===== src/rtl/dct_transpose_buf_if.sv =====
// Handshake bundle between the row DCT pass, the transpose buffer and DCT_second.
// The buffer takes the slave view; the row producer / column consumer side takes master.
interface dct_transpose_buf_if #(
  parameter int W = 9
);
  logic           in_valid;
  logic           in_ready;
  logic [8*W-1:0] in_row;
  logic           out_valid;
  logic           out_ready;
  logic [8*W-1:0] out_col;
  logic [2:0]     out_idx;
  logic           out_last;

  modport slave (
    input  in_valid, in_row, out_ready,
    output in_ready, out_valid, out_col, out_idx, out_last
  );

  modport master (
    output in_valid, in_row, out_ready,
    input  in_ready, out_valid, out_col, out_idx, out_last
  );
endinterface


===== src/rtl/dct_transpose_buf.sv =====
// Ping-pong 8x8 transpose buffer: rows fill one bank while the other bank
// drains column by column, with the column index feeding DCT_second's count1.
module dct_transpose_buf #(
  parameter int W = 9
) (
  input  logic               clk,
  input  logic               rst,
  dct_transpose_buf_if.slave bus
);

  logic [W-1:0]   mem_q [2][8][8];
  logic [1:0]     full_q, full_d;
  logic           wr_bank_q, wr_bank_d;
  logic [2:0]     wr_row_q, wr_row_d;
  logic           rd_bank_q, rd_bank_d;
  logic [2:0]     rd_col_q, rd_col_d;
  logic           in_ready, out_valid;
  logic           wr_fire, rd_fire;
  logic [8*W-1:0] col;

  assign in_ready  = !full_q[wr_bank_q];
  assign out_valid = full_q[rd_bank_q];
  assign wr_fire   = bus.in_valid & in_ready;
  assign rd_fire   = out_valid & bus.out_ready;

  assign bus.in_ready  = in_ready;
  assign bus.out_valid = out_valid;
  assign bus.out_idx   = rd_col_q;
  assign bus.out_last  = out_valid & (rd_col_q == 3'd7);
  assign bus.out_col   = col;

  // Writer only fills a bank whose flag is clear and reader only drains a set one,
  // so a set and a clear never hit the same bank in one cycle.
  always_comb begin
    // NOTE: every always_comb output gets a default first so no path can infer a latch.
    full_d    = full_q;
    wr_bank_d = wr_bank_q;
    wr_row_d  = wr_row_q;
    rd_bank_d = rd_bank_q;
    rd_col_d  = rd_col_q;
    if (wr_fire) begin
      wr_row_d = wr_row_q + 3'd1;
      if (wr_row_q == 3'd7) begin
        full_d[wr_bank_q] = 1'b1;
        wr_bank_d         = ~wr_bank_q;
      end
    end
    if (rd_fire) begin
      rd_col_d = rd_col_q + 3'd1;
      if (rd_col_q == 3'd7) begin
        full_d[rd_bank_q] = 1'b0;
        rd_bank_d         = ~rd_bank_q;
      end
    end
  end

  always_ff @(posedge clk) begin
    // NOTE: state registers use non-blocking assignment so all of them update together.
    if (rst) begin
      full_q    <= 2'b00;
      wr_bank_q <= 1'b0;
      wr_row_q  <= 3'd0;
      rd_bank_q <= 1'b0;
      rd_col_q  <= 3'd0;
    end else begin
      full_q    <= full_d;
      wr_bank_q <= wr_bank_d;
      wr_row_q  <= wr_row_d;
      rd_bank_q <= rd_bank_d;
      rd_col_q  <= rd_col_d;
    end
  end

  // NOTE: bank storage is deliberately not reset; full flags gate every read, so stale data is never seen.
  always_ff @(posedge clk) begin
    if (wr_fire) begin
      for (int c = 0; c < 8; c++) begin
        mem_q[wr_bank_q][wr_row_q][c] <= bus.in_row[8*W-1-W*c -: W];
      end
    end
  end

  // Column read is a plain mux; forced to zero while nothing is being offered.
  always_comb begin
    col = '0;
    if (out_valid) begin
      for (int r = 0; r < 8; r++) begin
        col[8*W-1-W*r -: W] = mem_q[rd_bank_q][r][rd_col_q];
      end
    end
  end

endmodule


===== src/flat_wrapper.sv =====
// flat-port wrapper written by rule: the top's interface ports become plain ports
module dct_transpose_buf_flat 
#(
  parameter int W = 9
)
  (clk, rst, bus_in_valid, bus_in_row, bus_out_ready, bus_in_ready, bus_out_valid, bus_out_col, bus_out_idx, bus_out_last);
  dct_transpose_buf_if #(.W(W)) bus_i ();
  input  logic clk;
  input  logic rst;
  input wire logic [$bits(bus_i.in_valid)-1:0] bus_in_valid;
  input wire logic [$bits(bus_i.in_row)-1:0] bus_in_row;
  input wire logic [$bits(bus_i.out_ready)-1:0] bus_out_ready;
  output wire logic [$bits(bus_i.in_ready)-1:0] bus_in_ready;
  output wire logic [$bits(bus_i.out_valid)-1:0] bus_out_valid;
  output wire logic [$bits(bus_i.out_col)-1:0] bus_out_col;
  output wire logic [$bits(bus_i.out_idx)-1:0] bus_out_idx;
  output wire logic [$bits(bus_i.out_last)-1:0] bus_out_last;
  assign bus_i.in_valid = bus_in_valid;
  assign bus_i.in_row = bus_in_row;
  assign bus_i.out_ready = bus_out_ready;
  assign bus_in_ready = bus_i.in_ready;
  assign bus_out_valid = bus_i.out_valid;
  assign bus_out_col = bus_i.out_col;
  assign bus_out_idx = bus_i.out_idx;
  assign bus_out_last = bus_i.out_last;
  dct_transpose_buf #(.W(W)) u_core (.clk(clk), .rst(rst), .bus(bus_i));
endmodule

===== config.mk =====
export PLATFORM = sky130hd
export DESIGN_NAME = dct_transpose_buf_flat
export DESIGN_NICKNAME = d
export VERILOG_FILES = /design/src/rtl/dct_transpose_buf_if.sv /design/src/rtl/dct_transpose_buf.sv /design/src/flat_wrapper.sv
export SDC_FILE = /design/constraint.sdc
export NUM_CORES = 1
export LEC_CHECK = 0
export CORE_ASPECT_RATIO = 1.2
export CORE_MARGIN = 4
export CORE_UTILIZATION = 55
export DETAILED_ROUTE_END_ITERATION = 7
export HOLD_SLACK_MARGIN = 0.1
export PLACE_DENSITY = 0.75
export SYNTH_ARGS = -nofsm -noshare
export SYNTH_HDL_FRONTEND = slang
export SYNTH_SLANG_ARGS = --single-unit

===== constraint.sdc =====
create_clock -name clk -period 4.4 [get_ports clk]
set_input_delay 1.32 -clock clk [delete_from_list [all_inputs] [get_ports clk]]
set_output_delay 1.32 -clock clk [all_outputs]
set_load 0.02 [all_outputs]

# == Yosys cells after proc, flatten, opt, wreduce, memory -nomap -nowiden ==
# Memory sizes are Yosys's and may differ from the RTL's. A register that Yosys moved wholly into a read port is not among the register bits.
# Index checks and enable logic that the tools add are counted.
# classes
n_mul,0
eq_ne,2
reduce_logical,6
div,0
magnitude_cmp,7
mux,4096
n_shift,0
n_bitwise,4042
addsub,2
# ops
operator,count
$mux W576,8
$mux W1,4041
$or A1 B1 Y1,4032
$demux W72 S3,8
$bmux W9 S3,8
$mux W9,17
$mux W72,2
$mux W63,1
$mux W54,1
$mux W45,1
$mux W36,1
$mux W27,1
$mux W18,1
$ge A4 B4 Y1 const B,2
$mux W2,4
$not A3 Y4,2
$add A3 B1 Y3 const B,2
$eq A3 B3 Y1 const B,2
$lt A1 B2 Y1 const B,2
$lt A4 B1 Y1 const B,1
$reduce_and A2 Y1,2
$and A1 B1 Y1,3
$logic_and A1 B1 Y1,3
$and A2 B2 Y2,1
6 further kinds,9
# totals
romBits,0
mem_bits_rw,1152
ff_bits,10
output_inout_bits,78
mem_count,1
latchBits,0
wordCells,8161
input_bits,76
# memory_table
name,depth,word_bits,rd,rd_clocked_by_memory_dff,wr,line,source
u_core.mem_q,2,576,1,1,1,dct_transpose_buf.sv:11,logic [W-1:0] mem_q [2][8][8];

# == Longest topological paths before layout ==
# Gate-level depths: netlist (run 1).
# depth
depth_word,13
depth_mapped,6
ltp_nobuf,5

# == Worst setup path after synthesis (run 1) ==
# Ideal clock, no wire load.
# synth_timing
path_kind,input to register
startpoint,input bus_in_valid
endpoint,"memory u_core.mem_q[0][100] (netlist bit), enable pin"
setup_ps,438
t_arrival_ps,3827
path_slack_ps,135
t_required_ps,3962
n_path_buf,2
cell_stages,5
cell_sequence,inv_1 nor4b_4 buf_4 buf_6 and2_1
# synth_via
elab_chain_cells,10
word_cells_on_any_way,17
cone_classes,mux (9); bitwise (8)
# synth_lines
item,line,source
from (decl),flat_wrapper.sv:10,input wire logic [$bits(bus_i.in_valid)-1:0] bus_in_valid;
$and A1 B1 Y1 *,dct_transpose_buf.sv:23,assign wr_fire = bus.in_valid & in_ready;
$mux W1 *,dct_transpose_buf.sv:76,if (wr_fire) begin
$mux W576 (not written as such),dct_transpose_buf.sv:78,mem_q[wr_bank_q][wr_row_q][c] <= bus.in_row[8*W-1-W*c -: W];
$or A1 B1 Y1 (no line) (6 in series),-,
$or A1 B1 Y1 (no line) *,-,
to (decl),dct_transpose_buf.sv:11,
# Every way passes the cells marked *; elsewhere a longest branch is shown, timed or not.

==> results of run 1 <==
cells by family after synthesis:
| family | after synthesis |
|---|---|
| compound gates | 380 |
| flops | 1163 |
| mux | 686 |
| simple gates | 41 |
| buf+inv | 216 |
| fa+ha+maj | 4 |
flip-flops by register name, indices dropped and copies added, names as in the netlist, named ones only:
register	count
u_core.bus.out_idx	3
u_core.full_q	2
u_core.mem_q	1152
u_core.rd_bank_q	1
u_core.wr_bank_q	1
u_core.wr_row_q	3
per-stage QoR:
step / utilization, % / setup slack (ps)
6_report: 63.7 / 48.6
5_1_grt: 63.7 / -18.4
4_1_cts: 63.6 / 12.7
3_5_place_dp: 59.5 / 314
3_3_place_gp: 59.5 / 351
2_1_floorplan: - / 135
worst max path at each step:
stage	cells after the start	slack, ps	endpoint	startpoint
CTS	5	10	bus_out_col[58]	flop
detailed placement	7	310	bus_out_col[44]	u_core.rd_bank_q
global route	7	-20	bus_out_col[63]	flop
floorplan	5	140	u_core.mem_q[0][100]	bus_in_valid
global placement	7	350	bus_out_col[44]	u_core.rd_bank_q
finish	7	50	bus_out_col[63]	flop
synth_stat cells (4+ instances only):
master    number
edfxtp_1    1152
mux4_2       288
a21o_1       252
mux2_1       192
mux2i_1      144
buf_2         73
o22ai_1       72
mux2_2        60
clkbuf_1      54
buf_4         39
a41oi_2       36
buf_6         21
and2_1        17
inv_1         15
buf_1         13
dfxtp_1       11
a21oi_1        7
o21ai_0        6
and4_1         4
ha_1           4
nand3_1        4
nor4b_4        4
routing by layer:
metal	vias up	wire length, um	global-route usage [%]
met4	6	7510	13.8
met2	1524	69600	48.3
met1	14500	48200	36.6
met3	271	13100	4.88
met5	-	39	0
li1	10900	-	-
power groups by stage:
| stage | logic [W] | clock network, W | registers, W |
|---|---|---|---|
| finish | 0.00109 | 0.00919 | 0.0124 |
| global route | 0.00114 | 0.00976 | 0.0124 |
| CTS | 0.00108 | 0.00927 | 0.0124 |
| detailed placement | 0.00107 | 0 | 0.0126 |
| global placement | 0.00102 | 0 | 0.0126 |
| floorplan | 0.000545 | 0 | 0.0126 |
worst reg2reg max path: cells and delay by family, from the launching register on:
kind	cells	cell delay, ps
flops	1	370
buf+inv	3	1290
mux	1	410
simple gates	2	850
final cells by class:
type / count / area [sq um] / share of cell area (%)
Antenna cell: 4 / 10.0 / 0.0173
Clock inverter: 62 / 526 / 0.910
Timing Repair Buffer: 331 / 3590 / 6.22
Clock buffer: 137 / 2940 / 5.08
Inverter: 16 / 60.1 / 0.104
Multi-Input combinational cell: 1111 / 14300 / 24.8
Sequential cell: 1163 / 34800 / 60.3
Tap cell: 1168 / 1460 / 2.53
repair_timing:
action                     CTS  global route
gates cloned                 3             2
buffers inserted            10             0
setup endpoints to repair   66            12
resized for setup           67            11
==> metrics.txt, run 1 <==
die area=96300 sq um; Gate Count Post-Synth=between 2000 and 2500; Seq/Total Area, Yosys=between 60 and 70%; worst stage delay on the critical path=~520 ps; cells on worst reg2reg path=6; Tot Pwr=around 0.023 W; class of the worst hold path=flop to flop; combinational family with the most area after synthesis=multiplexers; Hold EP=u_core.full_q[1]; row count=121; clock power share=between 40 and 50%; max_cap viols=0; Final period util=a little under 100%; DR vias=around 27000; CP arrival=slightly above 3000 ps; post-synth cell types=38; total grt overflow=0; delay-heaviest family, CP=buffers and inverters; final WL=138000 um; cell area after synthesis=50200 sq um; WHS Path Cells=1; Slew Limit Fails=0; skew final=29.9 ps; CP max FO=18; Fin Setup TNS=0 ps; CTS Buf Count=109; DP Cell Count=3774; nets=2812; CTS sink count=between 1000 and 1500; Peak supply drop=between 0.3 and 0.4 mV; net switching power=between 0.004 and 0.005 W; # setup viols final=0; drt pass-1 iters=5; Area after DPL=between 50000 and 60000 sq um; DRC Markers=0; RSZ-0062 raised after global routing=true; area growth from synthesis to layout=15.0%; CP bufs+invs=4; share of cells above drive strength 1=about 28%; fillers=approximately 6000; Setup crit end kind=primary output; most frequent cells in the layout=edfxtp_1 (1152), mux4_2 (288), a21o_1 (252); # IOs=between 150 and 200; Main synth FF type=edfxtp_1; Power Density=392 nW/um^2; simple-gate share of the synthesized area=0.640%; WL/cell=around 35 um; htree depth=3; commonest non-fill, non-tap cell in the layout=edfxtp_1; clock tree buffer depth=3; insertion delay to the later sink of the worst-skew pair=~700 ps; Critical R2R Launch=u_core.wr_bank_q; largest net degree at the start of global routing=between 40 and 50; initial core utilization=a little under three fifths; initial antenna violation count=23; gpl congestion=approximately 0.8; Yosys top cell area share=between 60 and 70%; reg-to-reg critical path endpoint=u_core.mem_q[0][211]; final instance count without filler cells=about 4000; Worst Path Class, Setup=flop to primary output; asr flop ratio synth=0%; vias in the first global route=approximately 28000; Int Power=roughly 0.018 W; Worst Min Path Start=u_core.rd_bank_q; cts hold-fix bufs=0; Mean Syn Cell Area=approximately 20 sq um; Worst Path Required=approximately 3000 ps; global-route wire length before repair=about 200000 um; Routed Antenna Nets=0; post-synthesis xor/xnor area fraction=0%; CP cell instances=buf_12 -> buf_16 -> mux4_2 -> mux2i_1 -> o22ai_2 -> buf_4 -> dlygate4sd2_1; clk slew on worst S/H paths=70 ps; CP Launch Type=flop; Die X=284 um; register share of total power=a little over half; Post-Layout Inst Area=57700 sq um; largest area contributor in the netlist=edfxtp_1; Post-synth EDFFs=~1200; mux cell area share after synthesis=between 20% and 30%; CTS root buf=clkbuf_16; Avg Vias per Cell=6.81; P_leak=19.2 nW; DP HPWL=between 80000 and 90000 um; final hold slack=~540 ps; FF-to-FF setup slack=around 1100 ps; Post-Synth Adder-Cell Area=less than 1%; Comb power frac=under 10%; Synth Net Count=approximately 2600; yosys warns=0; Sw Ratio=roughly a fifth; Crit-path slowest cell=mux4_2; final hold violations=0; compound-gate portion of the synthesized area=a little over 6%; Die Ht=around 340 um; Worst slew margin=between 10% and 20%; core box area=slightly above 90000 sq um; post-layout min period=between 4000 and 5000 ps; Fmax=about 0.23 GHz; Slew @ Worst Pin=1280 ps; CTS tree=yes; DR iter-0 viols=between 3000 and 4000; dominant cells by area after synthesis=edfxtp_1 (69%), mux4_2 (13%), mux2_1 (4.3%), a21o_1 (3.8%), mux2i_1 (2.9%); # port buffers=between 150 and 200; status=finished clean; Synth Register Bits=roughly 1200; All-Layer GR Usage=approximately 29%
No activity file was read; power rests on OpenSTA's default activity.
==> inputs of run 2 (changes only) <==
--- a/config.mk
+++ b/config.mk
@@ -6,4 +6,5 @@
 export NUM_CORES = 1
 export LEC_CHECK = 0
+export CAP_MARGIN = 30
 export CORE_ASPECT_RATIO = 1.2
 export CORE_MARGIN = 4
==> constraint.sdc (replaced) <==
create_clock -name clk -period 4.4 [get_ports clk]
set_input_delay 0.88 -clock clk [delete_from_list [all_inputs] [get_ports clk]]
set_output_delay 0.88 -clock clk [all_outputs]
set_load 0.02 [all_outputs]
==> metrics.txt, run 2 (synthesized netlist as in run 1, its figures left out) <==
Worst Path Required=between 3000 and 4000 ps; CTS sink count=approximately 1200; Final period util=between 90% and 100%; final hold violations=0; met3 wire length=13300 um; gpl congestion=0.815; CTS Buf Count=between 100 and 150; # setup viols final=0; max_cap viols=0; CP Launch Type=flop; core box area=approximately 91000 sq um; htree depth=3; CTS tree=yes; P_leak=18.8 nW; area growth from synthesis to layout=14.9%; Die Ht=about 340 um; Multi-input gate area=14300 sq um; net switching power=a little under 0.005 W; clock power share=around two fifths; DR vias=between 20000 and 30000; insertion delay to the later sink of the worst-skew pair=710 ps; RSZ-0062 raised after global routing=false; CP arrival=approximately 3300 ps; Peak supply drop=around 0.37 mV; row count=around 120; Int Power=0.0181 W; most frequent cells in the layout=edfxtp_1 (1152), mux4_2 (288), a21o_1 (252); CTS root buf=clkbuf_16; Setup crit end kind=primary output; vias in the first global route=roughly 28000; status=finished clean; register share of total power=between 50% and 60%; die area=roughly 96000 sq um; share of cells above drive strength 1=~27%; clock tree buffer depth=3; largest net degree at the start of global routing=50; DRC Markers=0; Biggest register=u_core.mem_q; Sw Ratio=21.4%; class of the worst hold path=flop to flop; Die X=284 um; final hold slack=559 ps; max reg flops=about 1200; DP Cell Count=3763; fillers=~6000; drt pass-1 iters=6; Worst Path Class, Setup=flop to primary output; M1 wire length=slightly below 50000 um; Avg Vias per Cell=6.86; Max Used Layer=met5; global-route wire length before repair=199000 um; clk slew on worst S/H paths=roughly 70 ps; # port buffers=around 150; WL/cell=34.8 um; Worst slew margin=27.5%; metal2 WL=roughly 69000 um; Routed Antenna Nets=0; initial core utilization=55.4%; CP max FO=23; Fmax=between 0.2 and 0.25 GHz; register area=roughly 35000 sq um; All-Layer GR Usage=between 20% and 30%; post-layout min period=~4200 ps; initial antenna violation count=15; DP HPWL=85100 um; final WL=~140000 um; Fin Setup TNS=0 ps; Slew @ Worst Pin=approximately 1100 ps; Slew Limit Fails=0; total grt overflow=0; final instance count without filler cells=about 4000; # IOs=154; skew final=approximately 24 ps; cts hold-fix bufs=0; commonest non-fill, non-tap cell in the layout=edfxtp_1; FF-to-FF setup slack=890 ps; nets=between 2000 and 3000; DR iter-0 viols=between 3000 and 4000; Power Density=between 300 and 400 nW/um^2; Comb power frac=under 10%
-- run 2: cell count changes in the layout (fill, tap and decap cells not counted), sizes merged, moves of 3 or more --
cell,delta
clkinv,+5
bufinv,+5
clkdlybuf4s50,+58
dlymetal6s2s,-5
buf,-14
clkinvlp,+8
inv,+3
dlygate4sd2,-47
clkbuf,-16
-- run 2: cell type report --
class | instances | share of cell area, %
Inverter | 16 | 0.111
Multi-Input combinational cell | 1112 | 24.8
Clock buffer | 123 | 4.85
Timing Repair Buffer | 320 | 5.94
Tap cell | 1168 | 2.53
Sequential cell | 1163 | 60.3
Clock inverter | 83 | 1.43
Antenna cell | 3 | 0.0130
-- run 2: final timing paths --
kind | start | to | cells past startpoint
worst max-delay path | u_core.rd_bank_q | bus_out_col[3] | 7
worst min-delay path | u_core.wr_row_q[1] | u_core.wr_row_q[1] | 2
worst max register to register | u_core.wr_bank_q | u_core.mem_q[0][433] | 6
worst min register to register | u_core.wr_row_q[1] | u_core.wr_row_q[1] | 2
-- run 2: metal layers --
metal	up-vias	global-route usage (%)
met5	-	0
met4	4	12.3
met3	289	5.33
met2	1564	47.9
met1	14600	37.5
li1	10900	-
-- run 2: critical path, stage by stage (launching register included) --
cell and delay [ps]:
dfxtp_1 430, mux2i_4 390, clkinvlp_4 150, buf_4 170, nand2_8 240, buf_4 370, o22ai_1 270, clkdlybuf4s50_1 620
-- run 2: repair_timing --
item | 4_1_cts | 5_1_grt
setup endpoints to repair | 19 | 22
setup buffers | 6 | 6
gates resized for setup | 10 | 2
cloned | 2 | 0
endpoints found under the hold margin | 0 | 0
-- run 2: per-stage QoR --
step	total power, W	cell area, sq um	worst slack (ps)	util, %
global route	0.0236	57700	66.7	63.7
CTS	0.0231	57600	0.246	63.6
detailed placement	0.0137	53900	550	59.4
finish	0.0230	57700	176	63.7
floorplan	0.0131	50200	575	-
global placement	0.0136	53700	572	59.2
-- run 2: power groups by stage --
stage	clock, W	combinational [W]	sequential (W)
floorplan	0	0.000545	0.0126
global placement	0	0.00100	0.0126
detailed placement	0	0.00107	0.0126
CTS	0.00962	0.00108	0.0124
global route	0.0101	0.00114	0.0124
finish	0.00956	0.00110	0.0124
